[src/rtl/mem_port_arbiter.sv]
// Arbitrates an instruction-fetch port and a MEM-stage port onto one shared memory port, with access timeout.
// Optional macro DMEM_FAIR_ARB_EN: alternate grants when both requesters contend (default: fixed D priority).
module mem_port_arbiter #(
   parameter int TIMEOUT_CYCLES = 1023,
   parameter int CNT_W          = 10
) (
   input  logic        clk,
   input  logic        reset,
   input  logic        i_read,
   input  logic [31:0] i_addr,
   output logic [31:0] i_readdata,
   output logic        i_busywait,
   input  logic        d_read,
   input  logic        d_write,
   input  logic [31:0] d_addr,
   input  logic [31:0] d_writedata,
   output logic [31:0] d_readdata,
   output logic        d_busywait,
   output logic        mem_read,
   output logic        mem_write,
   output logic [31:0] mem_addr,
   output logic [31:0] mem_writedata,
   input  logic [31:0] mem_readdata,
   input  logic        mem_busywait,
   output logic        mem_timeout
);

   // state  | meaning
   // IDLE   | no access in flight; arbitrate pending requests
   // ACCESS | memory port owned by the latched requester until completion or timeout
   localparam logic [0:0]       ST_IDLE   = 1'b0;
   localparam logic [0:0]       ST_ACCESS = 1'b1;
   localparam logic [CNT_W-1:0] CNT_LAST  = CNT_W'(TIMEOUT_CYCLES - 1);

   logic [0:0]       state;
   logic             owner_d;
   logic [CNT_W-1:0] cnt;
   logic             done_i;
   logic             done_d;
   logic             d_req;
   logic             elig_i;
   logic             elig_d;
   logic             prefer_i;
   logic             grant_i;
   logic             grant_d;
   logic             in_access;
   logic             entry_cycle;
   logic             finish_ok;
   logic             finish_to;
   logic             finish;

`ifdef DMEM_FAIR_ARB_EN
   logic last_d;

   always_ff @(posedge clk) begin
      if (reset) begin
         last_d <= 1'b0;
      end else if (grant_d) begin
         last_d <= 1'b1;
      end else if (grant_i) begin
         last_d <= 1'b0;
      end
   end

   assign prefer_i = last_d;
`else
   assign prefer_i = 1'b0;
`endif

   assign d_req       = d_read | d_write;
   assign in_access   = (state == ST_ACCESS);
   // cnt is zero only in the first ACCESS cycle, whose busywait is not trusted
   assign entry_cycle = (cnt == '0);

   // a requester is not regranted in the cycle it sees its done pulse
   assign elig_i  = i_read & ~done_i;
   assign elig_d  = d_req & ~done_d;
   assign grant_d = ~in_access & elig_d & ~(elig_i & prefer_i);
   assign grant_i = ~in_access & elig_i & ~grant_d;

   assign finish_ok = in_access & ~entry_cycle & ~mem_busywait;
   assign finish_to = in_access & ~finish_ok & (cnt == CNT_LAST);
   assign finish    = finish_ok | finish_to;

   assign i_busywait = i_read & ~done_i;
   assign d_busywait = d_req & ~done_d;

   always_ff @(posedge clk) begin
      if (reset) begin
         state         <= ST_IDLE;
         owner_d       <= 1'b0;
         cnt           <= '0;
         done_i        <= 1'b0;
         done_d        <= 1'b0;
         mem_read      <= 1'b0;
         mem_write     <= 1'b0;
         mem_addr      <= '0;
         mem_writedata <= '0;
         i_readdata    <= '0;
         d_readdata    <= '0;
         mem_timeout   <= 1'b0;
      end else begin
         done_i <= 1'b0;
         done_d <= 1'b0;
         if (grant_d) begin
            state         <= ST_ACCESS;
            owner_d       <= 1'b1;
            cnt           <= '0;
            mem_read      <= d_read;
            mem_write     <= d_write;
            mem_addr      <= d_addr;
            mem_writedata <= d_writedata;
         end else if (grant_i) begin
            state         <= ST_ACCESS;
            owner_d       <= 1'b0;
            cnt           <= '0;
            mem_read      <= 1'b1;
            mem_write     <= 1'b0;
            mem_addr      <= i_addr;
            mem_writedata <= '0;
         end else if (finish) begin
            state     <= ST_IDLE;
            cnt       <= '0;
            mem_read  <= 1'b0;
            mem_write <= 1'b0;
            if (owner_d) begin
               done_d <= 1'b1;
            end else begin
               done_i <= 1'b1;
            end
            // mem_read still holds the latched access type; stores leave readdata alone
            if (mem_read) begin
               if (owner_d) begin
                  d_readdata <= finish_to ? '0 : mem_readdata;
               end else begin
                  i_readdata <= finish_to ? '0 : mem_readdata;
               end
            end
            if (finish_to) begin
               mem_timeout <= 1'b1;
            end
         end else if (in_access) begin
            cnt <= cnt + CNT_W'(1);
         end
      end
   end

endmodule

[config.mk]
export PLATFORM = sky130hd
export DESIGN_NAME = mem_port_arbiter
export DESIGN_NICKNAME = d
export VERILOG_FILES = /design/src/rtl/mem_port_arbiter.sv
export SDC_FILE = /design/constraint.sdc
export NUM_CORES = 1
export LEC_CHECK = 0
export ABC_AREA = 1
export CAP_MARGIN = 25
export CORE_MARGIN = 3
export CORE_UTILIZATION = 43
export CTS_CLUSTER_DIAMETER = 120
export CTS_CLUSTER_SIZE = 28
export DETAILED_ROUTE_END_ITERATION = 16
export PLACE_DENSITY_LB_ADDON = 0.05
export SLEW_MARGIN = 20
export SYNTH_ARGS = -nofsm -noshare
export SYNTH_HDL_FRONTEND = slang
export SYNTH_SLANG_ARGS = --single-unit
[constraint.sdc]
create_clock -name clk -period 2.18 [get_ports clk]
set_input_delay 0.545 -clock clk [delete_from_list [all_inputs] [get_ports clk]]
set_output_delay 0.545 -clock clk [all_outputs]
set_load 0.01 [all_outputs]
==> key figures <==
Run status
  – Outcome: complete, no violations

STA
  – Hold Fails Final Rpt: 0
  – RSZ-0062 raised after global routing: false
  – Clock Skew: 6.60 ps
  – Final Max Tran Viols: 0
  – Part of the cycle the worst path needs: 95.8%
  – Tmin final: 2090 ps
  – Final setup vio count: 0
  – Slew @ Worst Pin: 830 ps
  – Slew HR: 44.7%
  – FMAX: 0.479 GHz

Clock network
  – CTS Buf Count: 17
  – Clock root buffer: clkbuf_16
  – H-Tree Depth: 4
  – Worst-path clk slew: 60 ps
  – Clk Latency, worst-skew pair: 420 ps
  – CTS sink cnt: 145
  – TritonCTS clock tree: done
  – Clock buffer depth: 2
  – CTS Hold Buffers Added: 0

Critical path
  – Worst path slowest cell: clkdlybuf4s50_1
  – Worst path required time: 1630 ps
  – Critical Path AT: 1540 ps
  – CP endpoint kind: output port
  – Crit-path max cell delay: 480 ps
  – Most frequent CP cell: nor2_1
  – CP Class: in2out
  – CP Buf/Inv Count: 2
  – Crit-path cells: clkdlybuf4s50_1, nor2_1, nor2_1, dlygate4sd2_1
  – Type of origin of the critical path: input port
  – CP Max Fanout: 2
  – Delay-heaviest family, CP: buffers and inverters

Yosys
  – Net Count, Synth: 1035
  – Synthesized area: 6260 µm²
  – Synthesis-stage register bit count: 145
  – Synth Instances: 898
  – Sequential area share after synthesis: 46.4%
  – Dominant cells by area after synthesis: dfxtp_1, nand2_1, nor2_1, inv_1, o31ai_1
  – Yosys top cell area share: 46.4%
  – Synthesis Warnings: 0
  – Post-synth cell types: 30
  – Async SR Flop Fraction: 0%
  – Post-synth EDFFs: 0
  – Primary FF master, synth: dfxtp_1
  – Largest area contributor in the netlist: dfxtp_1
  – Syn Area/Cell: 6.97 µm²

Floorplanning
  – # IOs: 267
  – CORE AREA: 14000 µm²
  – Initial Util: 44.6%
  – Die height: 127 µm
  – Die extent in x: 127 µm
  – Std cell rows: 43
  – Die ar.: 16000 µm²

Finish
  – Layout cell share with drive strength beyond 1: 8.43%
  – Area growth syn-to-layout: 56.9%
  – Antenna Cells: 0
  – # fillers: 1211
  – Post-route design area: 9820 µm²
  – Nets: 1300
  – Non-Filler Instances: 1355
  – Fin util: 69.9%

Global route
  – Largest net degree at the start of global routing: 74
  – Initial antenna violation count: 0
  – GRT Resource Usage Total: 23.3%
  – First-pass GRT wire length: 30.1 mm
  – Vias in the first global route: 6058
  – Grt total ovfl: 0

Pwr
  – VDD IR-drop max: 0.000556 V
  – Power per cell area: 727 nW/µm²
  – Leakage: 0.00420 µW

Routing
  – Total wire length: 18.9 mm
  – TritonRoute pass-1 iters: 4
  – Vias per cell: 4.63
  – DRC viols: 0
  – Antenna-violating nets left: 0
  – DRT iter0 DRCs: 270
  – Via count: 6278
  – WL per Instance: 13.9 µm

Place
  – Inst Count DP: 1324
  – GPL Wtd Cong: 0.809
  – Port Buffers: 266
  – Area post-placement: 9250 µm²
  – Detail Placement HPWL: 13.5 mm

Run
  – Max Cap Violations: 0

Worst hold path
  – Hold WC Path Type: reg2reg
==> state kept, by name, summed over array words and instances, names as in the netlist <==
name           cells
cnt               10
d_readdata        32
done_d             1
done_i             1
i_readdata        32
in_access          1
mem_addr          32
mem_read           1
mem_timeout        1
mem_write          1
mem_writedata     32
owner_d            1
==> cell type report <==
cell class / instances / area, µm² / area share [%]
well taps: 180 / 225 / 2.29
repair buffers: 300 / 3040 / 30.9
multi-input cells: 589 / 2670 / 27.2
flip-flops and latches: 145 / 2900 / 29.6
clock inverters: 9 / 82.6 / 0.841
clock buffers: 22 / 484 / 4.93
inverters: 110 / 413 / 4.21
==> worst reg2reg max path: cells and delay by family (launching register included) <==
| family | cells | cell delay [ps] |
|---|---|---|
| adder cells (fa/ha/maj) | 1 | 230 |
| flip-flops | 1 | 350 |
| AND/OR/NAND/NOR | 8 | 640 |
| buffers and inverters | 4 | 500 |
==> cell families (layout without fill, tap and decap cells) <==
logic type / after synthesis / count (layout) / share of synthesized area [%]
compound gates: 115 / 115 / 10.8
xor+xnor: 5 / 5 / 0.700
fa+ha+maj: 3 / 3 / 0.600
buf+inv: 164 / 441 / 10.9
flops: 145 / 145 / 46.4
simple gates: 466 / 466 / 30.7
==> path summary, 6_finish.rpt <==
| path | cells past startpoint | endpoint | slack (ps) | from |
|---|---|---|---|---|
| setup / recovery | 4 | d_busywait | 90 | d_write |
| hold / removal | 1 | done_i | 420 | owner_d |
| setup reg to reg | 13 | i_readdata[22] | 390 | cnt[0] |
| hold reg to reg | 1 | done_i | 420 | owner_d |
==> metrics by stage <==
stage	hold WS (ps)	power (µW)	TNS (ps)	setup slack, ps
2_1_floorplan	399	3570	0	429
3_3_place_gp	410	4400	-601	-155
3_5_place_dp	424	4410	-2580	-177
4_1_cts	423	7200	0	101
5_1_grt	433	7450	0	19.3
6_report	416	7140	0	92.4
==> metal layers <==
metal,vias up,part of all wire [%],global-route usage (%)
met5,-,0,0
met4,0,1.8,7.76
met3,24,9.0,9.52
met2,186,47,39.3
met1,2771,42,26.9
li1,3297,-,-
==> timing repair <==
action	CTS	global route
setup endpoints to repair	2	0
resized for setup	2	0
setup buffers	0	0
==> synth_stat cells, types with 5 or more instances <==
cell type  count
nand2_1      212
nor2_1       173
dfxtp_1      145
inv_1        106
a21oi_1       45
nand3_1       39
o21ai_0       34
o31ai_1       33
clkbuf_1      26
nor2_2        22
buf_2         18
nand4_1        7
buf_6          5
nor3_1         5
==> layout by cell type, fill, tap and decap left out, types with 2 or more instances in the layout <==
cell	n
inv_1	103
nand2_2	3
nand3_1	39
nor2_2	22
clkdlybuf4s50_1	263
nor2_1	173
clkinvlp_4	5
clkbuf_16	17
buf_12	10
nand4_1	7
o21ai_0	34
nor3_1	5
inv_2	5
buf_4	24
a21oi_1	45
xor2_1	4
dlygate4sd2_1	2
o31ai_1	33
ha_1	3
nand2_1	212
dfxtp_1	145
clkbuf_8	4
clkinv_1	2
clkinv_2	3
==> where the power goes <==
| part | switching (µW) | internal (µW) | total (µW) |
|---|---|---|---|
| logic | 683 | 752 | 1430 |
| registers | 94.0 | 2830 | 2920 |
| clock network | 1110 | 1680 | 2790 |
No activity file was read; power rests on OpenSTA's default activity.
